--- config.mk ---
export PLATFORM = sky130hd
export DESIGN_NAME = dca_matrix_lsu_rd_engine
export DESIGN_NICKNAME = d
export VERILOG_FILES = /design/src/rtl/dca_lsu_util_pkg.sv /design/src/rtl/dca_row_extractor.sv /design/src/rtl/dca_matrix_lsu_rd_engine.sv
export SDC_FILE = /design/constraint.sdc
export NUM_CORES = 1
export LEC_CHECK = 0
export ABC_AREA = 1
export CAP_MARGIN = 40
export CORE_ASPECT_RATIO = 0.8
export CORE_MARGIN = 2
export CORE_UTILIZATION = 50
export CTS_CLUSTER_SIZE = 16
export DETAILED_ROUTE_END_ITERATION = 16
export PLACE_DENSITY_LB_ADDON = 0.08
export SYNTH_ARGS = -nofsm -noshare
export SYNTH_HDL_FRONTEND = slang
export SYNTH_SLANG_ARGS = --single-unit
--- constraint.sdc ---
create_clock -name clk -period 17 [get_ports clk]
set_input_delay 4.25 -clock clk [delete_from_list [all_inputs] [get_ports clk]]
set_output_delay 4.25 -clock clk [all_outputs]
set_load 0.02 [all_outputs]
--- src/rtl/dca_lsu_util_pkg.sv ---
// dca_lsu_util: shared LSU definitions (txn_info layout, FSM states, AXI constants).
package dca_lsu_util;
  typedef enum logic [1:0] {ST_IDLE, ST_ADDR, ST_DATA, ST_OUT} state_t;
  localparam logic [1:0] AXI_BURST_INCR = 2'b01;
  localparam int BW_ALEN = 8;
  // txn_info = {reuse, last_row, alen[7:0], bitaddr[BW_ADDR+2:0]}
  function automatic int bw_txn_info(input int bw_addr);
    return bw_addr + 3 + BW_ALEN + 2;
  endfunction
  function automatic int ofs_alen(input int bw_addr);
    return bw_addr + 3;
  endfunction
  function automatic int ofs_last(input int bw_addr);
    return bw_addr + 3 + BW_ALEN;
  endfunction
  function automatic int ofs_reuse(input int bw_addr);
    return bw_addr + 3 + BW_ALEN + 1;
  endfunction
  function automatic int axi_size(input int bw_data);
    return $clog2(bw_data / 8);
  endfunction
endpackage

--- src/rtl/dca_row_extractor.sv ---
// dca_row_extractor: right barrel shift of the line buffer by a bit offset, truncated to one row.
module dca_row_extractor #(
  parameter int BW_LINE = 128,
  parameter int BW_ROW  = 32,
  parameter int BW_OFF  = 5
) (
  input  logic [BW_LINE-1:0] i_line,
  input  logic [BW_OFF-1:0]  i_off,
  output logic [BW_ROW-1:0]  o_row
);
  assign o_row = BW_ROW'(i_line >> i_off);
endmodule

--- src/rtl/dca_matrix_lsu_rd_engine.sv ---
// dca_matrix_lsu_rd_engine: one AXI INCR burst per row transaction into a line buffer,
// then a bit-aligned row out on a valid/ready stream; reuse rows re-extract from the buffer.
module dca_matrix_lsu_rd_engine import dca_lsu_util::*; #(
  parameter int BW_ADDR     = 32,
  parameter int BW_AXI_DATA = 32,
  parameter int MAX_BEATS   = 4,
  parameter int BW_ROW      = 32
) (
  input  logic                            clk,
  input  logic                            rst,
  input  logic                            enable,
  input  logic                            txn_valid,
  output logic                            txn_ready,
  input  logic [bw_txn_info(BW_ADDR)-1:0] txn_info,
  output logic [BW_ADDR-1:0]              araddr,
  output logic [7:0]                      arlen,
  output logic [2:0]                      arsize,
  output logic [1:0]                      arburst,
  output logic                            arvalid,
  input  logic                            arready,
  input  logic [BW_AXI_DATA-1:0]          rdata,
  input  logic [1:0]                      rresp,
  input  logic                            rlast,
  input  logic                            rvalid,
  output logic                            rready,
  output logic                            row_valid,
  input  logic                            row_ready,
  output logic [BW_ROW-1:0]               row_data,
  output logic                            row_last,
  output logic                            rd_error,
  output logic                            busy
);
  localparam int BW_BA   = BW_ADDR + 3;
  localparam int BW_SZ   = axi_size(BW_AXI_DATA);
  localparam int BW_OFF  = $clog2(BW_AXI_DATA);
  localparam int BW_LINE = MAX_BEATS * BW_AXI_DATA;
  localparam int O_ALEN  = ofs_alen(BW_ADDR);
  localparam int O_LAST  = ofs_last(BW_ADDR);
  localparam int O_REUSE = ofs_reuse(BW_ADDR);
  state_t               r_state, w_state_nxt;
  logic                 r_last, r_err;
  logic [7:0]           r_alen, r_beat;
  logic [BW_BA-1:0]     r_bitaddr;
  logic [BW_LINE-1:0]   r_buf, w_buf_nxt;
  logic [BW_ROW-1:0]    r_row, w_row;
  logic [BW_ADDR-1:0]   w_byte;
  logic [BW_OFF-1:0]    w_off;
  logic                 w_txn_fire, w_beat_fire, w_beat_end, w_beat_err, w_unused;
  assign w_txn_fire  = txn_valid & txn_ready;
  assign w_beat_fire = rvalid & rready;
  assign w_beat_end  = r_beat == r_alen;
  // rlast only cross-checks the count; beats beyond the buffer are dropped and flagged
  assign w_beat_err  = rresp[1] | (rlast != w_beat_end) | (r_beat >= 8'(MAX_BEATS));
  assign w_unused    = rresp[0];
  // a reuse row enters OUT straight from IDLE, before bitaddr is registered
  assign w_off       = (r_state == ST_IDLE) ? txn_info[BW_OFF-1:0] : r_bitaddr[BW_OFF-1:0];
  assign w_byte      = r_bitaddr[BW_BA-1:3];
  always_comb begin
    w_state_nxt = r_state;
    case (r_state)
      ST_IDLE: if (txn_valid) w_state_nxt = txn_info[O_REUSE] ? ST_OUT : ST_ADDR;
      ST_ADDR: if (arready) w_state_nxt = ST_DATA;
      ST_DATA: if (w_beat_fire && w_beat_end) w_state_nxt = ST_OUT;
      default: if (row_ready) w_state_nxt = ST_IDLE;
    endcase
  end
  always_comb begin
    w_buf_nxt = r_buf;
    for (int k = 0; k < MAX_BEATS; k++)
      if (w_beat_fire && r_beat == 8'(k)) w_buf_nxt[k*BW_AXI_DATA +: BW_AXI_DATA] = rdata;
  end
  dca_row_extractor #(.BW_LINE(BW_LINE), .BW_ROW(BW_ROW), .BW_OFF(BW_OFF)) u_extract (
    .i_line (w_buf_nxt),
    .i_off  (w_off),
    .o_row  (w_row)
  );
  always_ff @(posedge clk or posedge rst) begin
    if (rst) begin
      r_state   <= ST_IDLE;
      r_last    <= 1'b0;
      r_err     <= 1'b0;
      r_alen    <= '0;
      r_beat    <= '0;
      r_bitaddr <= '0;
      r_buf     <= '0;
      r_row     <= '0;
    end else if (enable) begin
      r_state <= w_state_nxt;
      r_buf   <= w_buf_nxt;
      if (w_txn_fire) begin
        r_last    <= txn_info[O_LAST];
        r_alen    <= txn_info[O_ALEN +: 8];
        r_bitaddr <= txn_info[BW_BA-1:0];
      end
      if (w_beat_fire) r_beat <= w_beat_end ? '0 : r_beat + 8'd1;
      if (w_beat_fire && w_beat_err) r_err <= 1'b1;
      if (w_state_nxt == ST_OUT && r_state != ST_OUT) r_row <= w_row;
    end
  end
  assign txn_ready = r_state == ST_IDLE;
  assign arvalid   = r_state == ST_ADDR;
  assign rready    = r_state == ST_DATA;
  assign row_valid = r_state == ST_OUT;
  assign busy      = r_state != ST_IDLE;
  assign araddr    = {w_byte[BW_ADDR-1:BW_SZ], {BW_SZ{1'b0}}};
  assign arlen     = r_alen;
  assign arsize    = 3'(BW_SZ);
  assign arburst   = AXI_BURST_INCR;
  assign row_data  = r_row;
  assign row_last  = r_last;
  assign rd_error  = r_err;
endmodule
**Word-level counts from Yosys, hierarchy flattened**

Cells that the tools add are included.

- Add/subtract/negate cells: 1
- Magnitude comparators: 1
- Eq/ne operators: 10
- Shifts and indexed selects: 1
- Multiplexer cells: 12
- Bitwise gates (word level): 4
- Reduce and logical (&&, ||, !) cells: 14

Operators with widths:

| operator | count |
|---|---|
| $mux 32 | 4 |
| $shr 128x5->32 | 1 |
| $eq 8x2->1 const B | 2 |
| $mux 2 | 5 |
| $add 8x1->8 const B | 1 |
| $eq 8x1->1 const B | 1 |
| $eq 8x8->1 | 1 |
| $ge 8x3->1 const B | 1 |
| $logic_not 8->1 | 1 |
| $mux 8 | 1 |
| $reduce_and 2->1 | 4 |
| $logic_and 1x1->1 | 7 |
| $eq 2x2->1 const B | 3 |
| $pmux 2 s3 | 1 |
| $mux 5 | 1 |
| $and 1x1->1 | 2 |
| $eq 2x1->1 const B | 1 |
| $logic_not 2->1 | 1 |
| $ne 2x2->1 const B | 1 |
| $or 1x1->1 | 2 |
| $reduce_bool 2->1 | 1 |
| $ne 1x1->1 | 1 |

- Bits in registers: 215
- Input bits: 87
- Output and inout bits: 84
- Word-level logic and storage cells: 51

**Longest topological paths before layout**

Gate-level depths: netlist of run 1.

- Word-level depth: 8
- Mapped depth: 18
- Gate-level depth less buffers: 17

**Modules after synthesis**

Synthesis of run 1 repeated with hierarchy kept, for this count alone.

- Cell total of the unflattened synthesis: 1913
- Area total of the unflattened synthesis: 13704.4 um^2

By module, submodules not included:

| module | times used | cells an instance | area an instance (um^2) | sequential area each (um^2) |
|---|---|---|---|---|
| dca_matrix_lsu_rd_engine | 1 | 1277 | 10746.6 | 5380.2 |
| dca_row_extractor | 1 | 636 | 2957.8 | 0.0 |

**Worst setup path before layout of run 1**

No wires, ideal clock.

- Path type: input to register
- Start: in rvalid
- End: reg r_beat[7]
- Setup time: 0.123 ns
- Data arrival time: 5.460 ns
- Data required time: 16.877 ns
- Path slack: 11.417 ns
- Cell stages on the path: 7
- Path buffers: 0
- Cells stage by stage: nand3_4 nor2_1 inv_1 nor4_1 nand4_1 o22ai_1 a21oi_1

- Cells in the longest elaborated chain, start to end: 2

Ends and longest elaborated chain:

| element | RTL line | RTL |
|---|---|---|
| start, declared | dca_matrix_lsu_rd_engine.sv:24 | `input logic rvalid,` |
| $and 1x1->1 | dca_matrix_lsu_rd_engine.sv:50 | `assign w_beat_fire = rvalid & rready;` |
| $reduce_and 2->1 (no source line) | -- |  |
| end signal, assigned | dca_matrix_lsu_rd_engine.sv:95 | `if (w_beat_fire) r_beat <= w_beat_end ? '0 : r_beat + 8'd1;` |
| end, declared | dca_matrix_lsu_rd_engine.sv:42 | `logic [7:0] r_alen, r_beat;` |

No other way between the ends.
A chain may end at the register's enable or synchronous reset.

**Worst setup path in the final report of run 1**

- Start: in rvalid
- End: reg r_row[28] (netlist: row_data[28])

- Cells in the longest elaborated chain, start to end: 7
- Elaborated cells on any way between the ends: 16
- Classes of those cells: eq/ne: 1; shift: 1; mux: 6; bitwise: 1; reduce/logical: 7

Ends and longest elaborated chain:

| element | RTL line | RTL |
|---|---|---|
| $and 1x1->1 * | dca_matrix_lsu_rd_engine.sv:50 |  |
| $logic_and 1x1->1 | dca_matrix_lsu_rd_engine.sv:63 | `ST_DATA: if (w_beat_fire && w_beat_end) w_state_nxt = ST_OUT;` |
| $mux 2 | dca_matrix_lsu_rd_engine.sv:63 |  |
| $pmux 2 s3 | dca_matrix_lsu_rd_engine.sv:60 | `case (r_state)` |
| $eq 2x2->1 | dca_matrix_lsu_rd_engine.sv:97 | `if (w_state_nxt == ST_OUT && r_state != ST_OUT) r_row <= w_row;` |
| $logic_and 1x1->1 | dca_matrix_lsu_rd_engine.sv:97 |  |
| $reduce_and 2->1 (no source line) | -- |  |
| end signal, assigned | dca_matrix_lsu_rd_engine.sv:97 |  |
| end, declared | dca_matrix_lsu_rd_engine.sv:45 | `logic [BW_ROW-1:0] r_row, w_row;` |

Every way passes the cells marked *; elsewhere a longest branch is shown, timed or not.

==> results by group, run 1 <==
Run status
  – Status: finished, final reports clean

Worst setup path
  – Crit-path leading delay family: simple AND/OR/NAND/NOR gates
  – Sum of buffers and inverters on the critical path: 2
  – R2R Path End: row_data[21]
  – Type of origin of the critical path: input port
  – Critical setup path kind: in2reg
  – Worst path max stage delay: about 550 ps
  – CP arrival: 7400 ps
  – Levels on crit path: 15
  – Worst setup path start: rvalid
  – Critical path endpoint category: register
  – R2R depth: 13
  – FF-to-FF setup slack: ~13000 ps
  – Most frequent CP cell: nand2_1
  – Reg-to-reg startpoint: r_state[1]
  – Slowest CP cell: nand2_2
  – CP Max Fanout: 54
  – Worst-path cell chain: clkdlybuf4s50_1 -> nand3_4 -> nor2_8 -> buf_12 -> nand2_2 -> nand2_1 -> nand3_1 -> nand3_1 -> nand2_1 -> nand2_1 -> nand3_1 -> nand3_1 -> nand2_1 -> nand2_1 -> nand2_1
  – Worst EP required: 17320 ps
  – CP endpoint: row_data[28]

Synth
  – Distinct cells, synth: 35
  – Largest cells by area after synthesis: dfrtp_1 36%, nand3_1 28%, nand2_1 12%
  – Synth Instances: 1519
  – Yosys top cell by area: dfrtp_1
  – Seq cells post-synth: 150
  – Synth top area share: 0.360
  – Synth Warn #: 0
  – Syn Std Cell Area: roughly 0.010 mm²
  – Seq/Total Area, Yosys: 0.360
  – Syn avg cell area: just under 7 µm²
  – EDFF count, synth: 0
  – Ys async rst share: 1.00
  – Post-synth top flop: dfrtp_1

Timing
  – Tcrit/Tclk final: 0.416
  – Worst relative slew slack: 0.413
  – Min Clock Period, post-route: slightly above 7000 ps
  – Clock skew: 9.28 ps
  – Worst-Margin Slew: 878 ps
  – Min Hold Slack: roughly 480 ps
  – # setup viols final: 0
  – Final Max Tran Viols: 0
  – Max Fclk: between 100 and 150 MHz
  – Setup TNS: 0 ps
  – RSZ-0062 raised after global routing: false
  – Final Hold Vio Count: 0

Global route
  – Vias in the first global route: 9900
  – Total GRT Usage: 0.316
  – First-pass GRT wire length: approximately 54000 µm
  – Antenna violations before repair: 0
  – Overflow after GRT: 0
  – Largest net degree at the start of global routing: between 80 and 90

Floorplanning
  – Die Height: 133 µm
  – Core Area: slightly above 0.02 mm²
  – # IOs: around 170
  – Overall die width: around 170 µm
  – Cell Rows: 47
  – Initial core utilization: 0.507
  – Die area: between 0.02 and 0.025 mm²

Detailed routing
  – Post-DRT Antenna Nets: 0
  – Routed met2 length: roughly 14000 µm
  – 1st-iter DRT viols: around 1600
  – Highest metal used: met4
  – DRC Markers: 0
  – Met1 wire length: roughly 15000 µm
  – Vias: 10900
  – Total wire length: around 34000 µm
  – Routed length per instance: roughly 18 µm
  – DR WL met3: between 3000 and 4000 µm
  – Via density: between 5 and 6
  – TritonRoute pass-1 iters: 6

Min path
  – Worst hold path class: reg2reg

Finish
  – Commonest non-fill, non-tap cells in the layout: 586 x nand3_1, 341 x nand2_1, 161 x clkdlybuf4s50_1
  – Synth-to-Final Area Change: 20.6%
  – Filler cells: 1960
  – Share of cells above drive strength 1: 0.0713
  – Commonest non-fill, non-tap cell in the layout: nand3_1
  – Ant diodes: 0
  – Final nets: around 1700

Pwr
  – Power Internal: roughly 0.0013 W
  – Worst vdd ir: roughly 0.13 mV
  – PD cells: 220 mW/mm²
  – Switching Share: 0.515
  – Leakage: 6.06 nW
  – Combinational group share of total power: 0.652
  – Total power: about 0.0028 W
  – Net switching power: roughly 0.0014 W
  – Seq pwr share: 0.199
  – Clock share of power: 0.149

Clock tree
  – Clock latency on the worst-skew pair: ~430 ps
  – CTS resizes: 0
  – CTS root buf: clkbuf_16
  – Clock buffer depth: 2
  – Total CTS buffers: 17
  – Clock transition at path regs: ~70 ps
  – TritonCTS clock tree: built
  – CTS Hold Buffers Added: 0
  – Setup bufs post-CTS: 0
  – CTS sink cnt: 150
  – H-tree depth: 4

Place
  – Port-buffer cells: 162
  – GP Congestion: a little over 0.9
  – DPL Wire Length: between 20000 and 25000 µm

Flow run
  – Maximum Capacitance Violations: 0
how the worst min path moves through the flow:
stage                  from           end  slack [ps]  cells after the start
2_1_floorplan     r_buf[12]     r_buf[12]         450                      2
3_3_place_gp       rd_error      rd_error         460                      1
3_5_place_dp       rd_error      rd_error         460                      1
4_1_cts            rd_error      rd_error         470                      1
5_1_grt        row_data[19]  row_data[19]         500                      2
6_report           rd_error      rd_error         480                      1
registers in the layout, summed over array words and instances (netlist names):
| signal | cells |
|---|---|
| r_beat | 8 |
| row_data | 32 |
| r_state | 2 |
| r_buf | 63 |
| rd_error | 1 |
| arlen | 8 |
| r_bitaddr | 35 |
| row_last | 1 |
power groups by stage:
stage | logic (W) | registers, W | clock network [W]
after floorplan | 0.00120 | 0.000594 | 0
after global placement | 0.00173 | 0.000550 | 0
after detailed placement | 0.00176 | 0.000555 | 0
after CTS | 0.00177 | 0.000551 | 0.000416
after global routing | 0.00197 | 0.000566 | 0.000433
final | 0.00181 | 0.000551 | 0.000411
Yosys cell counts, types with 7 or more instances:
master and number:
nand3_1 586, nand2_1 342, dfrtp_1 150, inv_1 112, o21ai_0 59, buf_2 54
buf_4 40, mux2_2 39, clkbuf_1 30, nor2_1 24, buf_1 13, a21oi_1 11
a31oi_1 9, nand2_2 7
per-layer routing:
metal  global-route usage  vias to the layer above
met5                    0                        -
met4               0.0924                        0
met3               0.0623                       46
met2                0.435                      600
met1                0.495                     5002
li1                     -                     5204
metrics by stage:
stage	instances	worst slack [ps]	utilization	cell area, µm²
finish	1868	9920	0.611	12600
CTS	1868	10010	0.611	12600
global route	1868	9750	0.611	12600
detailed placement	1836	9580	0.581	12000
global placement	1830	9150	0.574	11800
floorplan	1524	8710	-	10500
final cells by class:
| type | instances | area, µm² | share of cell area |
|---|---|---|---|
| clock buffer | 19 | 443 | 0.0352 |
| clock inverter | 13 | 184 | 0.0146 |
| inverter | 115 | 437 | 0.0347 |
| multi-input combinational | 1121 | 5570 | 0.443 |
| sequential | 150 | 3750 | 0.298 |
| tap | 269 | 337 | 0.0268 |
| timing repair buffer | 181 | 1860 | 0.148 |
cells by family after synthesis:
group	synth area share
DFF	0.360
other	0.000720
muxes	0.0421
and+or+nand+nor	0.430
xor gates and xnor gates	0.00756
buffers and inverters	0.113
adders and majority gates	0.00360
AOI/OAI and AO/OA	0.0435
No activity file was read; power rests on OpenSTA's default activity.
==> run 2: changes to the inputs <==
==> constraint.sdc (replaced) <==
create_clock -name clk -period 6.2 [get_ports clk]
set_input_delay 1.55 -clock clk [delete_from_list [all_inputs] [get_ports clk]]
set_output_delay 1.55 -clock clk [all_outputs]
set_load 0.02 [all_outputs]
==> run 2 against run 1 <==
Against the previous run:
- register-to-register slack got worse by 11000 ps
- power rose to 2.7 times the previous value
- via count fell by 0.50%
- critical path depth shrank 2
- routed wire length shrank 0.67%
- global-route usage down 0.16 points
- final cell count hardly changed
- combinational power increased to 2.8 times the previous value
- sequential power rose to 2.7 times the previous value
- setup slack got worse by 8000 ps
- critical path type unchanged
- highest routed layer unchanged
==> results by group, run 2 (synthesized netlist as in run 1, its figures left out) <==
Timing
  – RSZ-0062 raised after global routing: false
  – # setup viols final: 0 (unchanged)
  – Tcrit/Tclk final: 0.689
  – Final Max Tran Viols: 0 (unchanged)
  – Min Hold Slack: 471 ps (-5.42 ps)
  – Clock skew: 10.3 ps (+1.06 ps)
  – Final Hold Vio Count: 0 (unchanged)
  – Min Clock Period, post-route: roughly 4300 ps
  – Worst-Margin Slew: 854 ps (-23.3 ps)
  – Worst relative slew slack: 0.428 (+0.0156)
  – Max Fclk: roughly 230 MHz
  – Setup TNS: 0 ps (unchanged)

Min path
  – Worst hold path class: reg2reg
  – Hold path cells: 1 (unchanged)
  – Hold path start: rd_error
  – WHS Endpoint: rd_error

Global route
  – Total GRT Usage: 0.314 (-0.00159)
  – Vias in the first global route: 10000 (+1.1%)
  – Antenna violations before repair: 0 (unchanged)
  – Largest net degree at the start of global routing: 71 (-17%)
  – Overflow after GRT: 0 (unchanged)
  – First-pass GRT wire length: 53900 µm (-0.38%)

Finish
  – Ant diodes: 0 (unchanged)
  – Commonest non-fill, non-tap cell in the layout: nand3_1
  – Max reg flops: 63 (unchanged)
  – Share of cells above drive strength 1: 0.0725 (+0.00121)
  – Synth-to-Final Area Change: 20.4%
  – Filler cells: 2002 (+2.1%)
  – Final core area utilization: 0.610 (-0.00103)
  – Commonest non-fill, non-tap cells in the layout: 586 x nand3_1, 341 x nand2_1, 161 x clkdlybuf4s50_1
  – Most flops, register: r_buf
  – Final nets: 1677 (+0.060%)

Worst setup path
  – Crit-path leading delay family: simple AND/OR/NAND/NOR gates
  – Critical path endpoint category: register
  – CP Max Fanout: 39 (-28%)
  – Worst EP required: 6580 ps (-10740 ps)
  – FF-to-FF setup slack: 2660 ps (-10760 ps)
  – Worst-path cell chain: clkdlybuf4s50_1 -> nand3_4 -> nor2_8 -> nand2_2 -> nand2_1 -> nand3_1 -> nand3_1 -> nand3_1 -> nand3_1 -> nand3_1 -> nand2_1 -> nand2_1 -> nand2_1
  – R2R depth: 10 (-3)
  – Worst path max stage delay: 620 ps (+70 ps)
  – Critical setup path kind: in2reg
  – CP arrival: 4650 ps (-2750 ps)
  – Reg-to-reg startpoint: r_state[1]
  – Sum of buffers and inverters on the critical path: 1 (-1)
  – R2R Path End: row_data[1]
  – Type of origin of the critical path: input port
  – Slowest CP cell: nand2_2
  – Most frequent CP cell: nand3_1

Clock tree
  – Clock transition at path regs: 70 ps (about the same)
  – Total CTS buffers: 17 (unchanged)
  – CTS root buf: clkbuf_16
  – CTS sink cnt: 150 (unchanged)
  – TritonCTS clock tree: built
  – Clock latency on the worst-skew pair: 440 ps (about the same)
  – H-tree depth: 4 (unchanged)
  – CTS resizes: 0 (unchanged)
  – Setup bufs post-CTS: 0 (unchanged)
  – Clock buffer depth: 2 (unchanged)
  – CTS Hold Buffers Added: 0 (unchanged)

Flow run
  – Maximum Capacitance Violations: 0 (unchanged)

Floorplanning
  – Initial core utilization: 0.507 (unchanged)
  – Overall die width: 165 µm (unchanged)
  – Die Height: 133 µm (unchanged)
  – Core Area: 0.0206 mm² (unchanged)
  – Cell Rows: 47 (unchanged)
  – # IOs: 171 (unchanged)
  – Die area: 0.0220 mm² (unchanged)

Detailed routing
  – Via density: 5.78 (-0.55%)
  – TritonRoute pass-1 iters: 6 (unchanged)
  – DRC Markers: 0 (unchanged)
  – Routed length per instance: 18.1 µm (-0.72%)
  – Vias: 10800 (-0.50%)
  – 1st-iter DRT viols: 1418 (-9.4%)
  – Post-DRT Antenna Nets: 0 (unchanged)
  – Total wire length: 33700 µm (-0.67%)

Place
  – GP Congestion: 0.987 (+7.5%)
  – Port-buffer cells: 162 (unchanged)
  – DPL Wire Length: 24000 µm (+1.6%)

Pwr
  – Leakage: 6.06 nW (about the same)
  – Worst vdd ir: 0.381 mV (+190%)
  – PD cells: 601 mW/mm² (+170%)
  – Total power: 0.00755 W (+170%)

Run status
  – Status: finished, final reports clean
[run 2: changes by cell type in the layout (fill, tap and decap cells not counted)]
cell       previous run  this run
clkinv_2              0         1
clkinv_8              0         1
bufinv_16             3         1
inv_8                 3         5
clkinv_4              3         2
clkbuf_1              1         0
buf_4                14        15
[run 2: through the flow]
| step | setup slack (ps) | cell area, µm² | std cells |
|---|---|---|---|
| final | 1930 | 12600 | 1869 |
| after global routing | 1730 | 12600 | 1869 |
| after CTS | 2030 | 12600 | 1869 |
| after detailed placement | 1590 | 12000 | 1837 |
| after global placement | 1560 | 11800 | 1831 |
| after floorplan | 614 | 10500 | 1524 |
[run 2: where the power goes]
| group | leakage (nW) | switching, W | internal, W |
|---|---|---|---|
| combinational | 3.93 | 0.00326 | 0.00173 |
| clock | 0.294 | 0.000483 | 0.000584 |
| sequential | 1.84 | 0.000194 | 0.00131 |
[run 2: area by class of cell]
cell class	count	area [µm²]	share of cell area
clock buffers	18	439	0.0350
clock inverters	14	159	0.0127
inverters	115	437	0.0348
multi-input cells	1121	5570	0.443
flip-flops and latches	150	3750	0.299
well taps	269	337	0.0268
repair buffers	182	1870	0.149
[run 2: worst max path at each step]
| stage | from | end | cells past startpoint |
|---|---|---|---|
| after global routing | rvalid | row_data[26] | 14 |
| after global placement | rvalid | row_data[21] | 13 |
| after CTS | rvalid | row_data[20] | 13 |
| after detailed placement | rvalid | row_data[21] | 13 |
| final | rvalid | row_data[20] | 13 |
| after floorplan | rst | arlen[0] | 1 |
[run 2: metal layers]
| layer | track usage | vias up | share of wire | routed length, µm |
|---|---|---|---|---|
| met1 | 0.470 | 4976 | 0.45 | 15300 |
| met4 | 0.0929 | 0 | 0.024 | 804 |
| met5 | 0 | - | 0 | 0 |
| li1 | - | 5216 | - | - |
| met2 | 0.436 | 555 | 0.41 | 13800 |
| met3 | 0.0918 | 51 | 0.11 | 3820 |
==> run 3: changes to the inputs <==
==> constraint.sdc (replaced) <==
create_clock -name clk -period 3.9 [get_ports clk]
set_input_delay 0.975 -clock clk [delete_from_list [all_inputs] [get_ports clk]]
set_output_delay 0.975 -clock clk [all_outputs]
set_load 0.02 [all_outputs]
==> run 3 against run 2 <==
Against the previous run:
- register-to-register slack got worse by 1800 ps
- utilization rose by 0.43 points
- non-clock buffer count rose by 11
- largest power group unchanged
==> results by group, run 3 (synthesized netlist as in run 1, its figures left out) <==
Run status
  – Status: finished, final reports clean

Worst setup path
  – Critical path endpoint category: register
  – Type of origin of the critical path: input port
  – CP arrival: 3550 ps (-1100 ps)
  – R2R Path End: row_data[20]
  – R2R depth: 15 (+5)
  – Reg-to-reg startpoint: r_beat[0]
  – Worst-path cell chain: clkdlybuf4s50_1 -> nand3_4 -> nor2_8 -> nand2_2 -> buf_12 -> nand2_1 -> nand3_1 -> nand3_1 -> nand3_1 -> nand3_1 -> nand3_1 -> nand2_1 -> nand2_1 -> nand2_1
  – Sum of buffers and inverters on the critical path: 2 (+1)
  – Most frequent CP cell: nand3_1
  – Slowest CP cell: clkdlybuf4s50_1
  – CP Max Fanout: 19 (-51%)
  – FF-to-FF setup slack: 830 ps (-1830 ps)
  – Critical setup path kind: in2reg
  – Worst path max stage delay: 500 ps (-120 ps)
  – Worst EP required: 4280 ps (-2300 ps)
  – Crit-path leading delay family: simple AND/OR/NAND/NOR gates

Flow run
  – Maximum Capacitance Violations: 0 (unchanged)

Finish
  – Ant diodes: 0 (unchanged)
  – Final nets: 1688 (+0.66%)
  – Commonest non-fill, non-tap cell in the layout: nand3_1
  – Commonest non-fill, non-tap cells in the layout: 586 x nand3_1, 341 x nand2_1, 161 x clkdlybuf4s50_1
  – Most flops, register: r_buf
  – Share of cells above drive strength 1: 0.0782 (+0.00571)
  – Final core area utilization: 0.614 (+0.00426)
  – Filler cells: 1952 (-2.5%)
  – Synth-to-Final Area Change: 21.2%
  – Max reg flops: 63 (unchanged)

Timing
  – Final Max Tran Viols: 0 (unchanged)
  – RSZ-0062 raised after global routing: false
  – Max Fclk: around 320 MHz
  – Min Clock Period, post-route: around 3200 ps
  – Final Hold Vio Count: 0 (unchanged)
  – Worst-Margin Slew: 678 ps (-176 ps)
  – Worst relative slew slack: 0.547 (+0.118)
  – Tcrit/Tclk final: 0.814
  – # setup viols final: 0 (unchanged)
  – Min Hold Slack: 473 ps (+2.73 ps)
  – Clock skew: 12.7 ps (+2.33 ps)
  – Setup TNS: 0 ps (unchanged)

Global route
  – First-pass GRT wire length: 53100 µm (-1.5%)
  – Largest net degree at the start of global routing: 103 (+45%)
  – Met2 usage: 0.426 (-0.0104)
  – GR met1 Demand/Resource: 0.461 (-0.00877)
  – Total GRT Usage: 0.309 (-0.00470)
  – Vias in the first global route: 9831 (-1.8%)
  – Overflow after GRT: 0 (unchanged)
  – GR peak layer: met1
  – Antenna violations before repair: 0 (unchanged)
  – Met3 usage: 0.0915 (-0.000311)

Detailed routing
  – Vias: 11000 (+1.6%)
  – 1st-iter DRT viols: 1627 (+15%)
  – Routed length per instance: 17.9 µm (-0.64%)
  – TritonRoute pass-1 iters: 8 (+2)
  – DRC Markers: 0 (unchanged)
  – Via density: 5.83 (+0.98%)
  – Total wire length: 33700 µm (about the same)
  – Post-DRT Antenna Nets: 0 (unchanged)

Min path
  – WHS Endpoint: rd_error
  – Hold path cells: 1 (unchanged)
  – Hold path start: rd_error
  – Worst hold path class: reg2reg

Clock tree
  – Total CTS buffers: 17 (unchanged)
  – H-tree depth: 4 (unchanged)
  – Clock transition at path regs: 70 ps (about the same)
  – Clock latency on the worst-skew pair: 440 ps (about the same)
  – Clock buffer depth: 2 (unchanged)
  – Setup bufs post-CTS: 0 (unchanged)
  – CTS resizes: 0 (unchanged)
  – CTS sink cnt: 150 (unchanged)
  – CTS Hold Buffers Added: 0 (unchanged)
  – TritonCTS clock tree: built
  – CTS root buf: clkbuf_16

Place
  – DPL Wire Length: 24300 µm (+1.3%)
  – Port-buffer cells: 162 (unchanged)
  – GP Congestion: 1.00 (+1.8%)

Floorplanning
  – Cell Rows: 47 (unchanged)
  – Core Area: 0.0206 mm² (unchanged)
  – Die area: 0.0220 mm² (unchanged)
  – Initial core utilization: 0.507 (unchanged)
  – Die Height: 133 µm (unchanged)
  – Overall die width: 165 µm (unchanged)
  – # IOs: 171 (unchanged)

Pwr
  – Leakage: 6.10 nW (+0.69%)
  – Worst vdd ir: 0.554 mV (+45%)
  – PD cells: 950 mW/mm² (+58%)
run 3: how the worst max path moves through the flow:
stage                 from      endpoint  slack, ps  cells after the start
floorplan              rst      arlen[0]       1040                      1
global placement    rvalid  row_data[20]        420                     14
detailed placement  rvalid   row_data[0]        380                     14
CTS                 rvalid  row_data[20]        830                     14
global route        rvalid   row_data[0]        600                     14
finish              rvalid  row_data[20]        730                     14
run 3: metal layers:
metal	wire (µm)	vias to the layer above
met4	890	0
met1	15100	5081
met2	13800	594
li1	-	5235
met3	3890	58
met5	0	-
run 3: report_power, final:
part / internal, W / total [W] / switching [W] / leakage, nW
logic: 0.00279 / 0.00799 / 0.00520 / 3.99
clock network: 0.000870 / 0.00163 / 0.000759 / 0.272
registers: 0.00208 / 0.00239 / 0.000312 / 1.84
run 3: layout make-up:
cell class | instances | area, µm² | share of cell area
flip-flops and latches | 150 | 3750 | 0.297
inverters | 115 | 435 | 0.0344
clock inverters | 12 | 108 | 0.00851
repair buffers | 193 | 2000 | 0.158
clock buffers | 20 | 457 | 0.0361
well taps | 269 | 337 | 0.0266
multi-input cells | 1121 | 5560 | 0.440
run 3: through the flow:
stage | setup WS, ps | instances | instance area, µm² | power, W
finish | 726 | 1880 | 12600 | 0.0120
global route | 597 | 1880 | 12600 | 0.0128
CTS | 830 | 1880 | 12600 | 0.0119
detailed placement | 379 | 1848 | 12100 | 0.0102
global placement | 422 | 1847 | 12100 | 0.0101
floorplan | 1040 | 1524 | 10500 | 0.00783
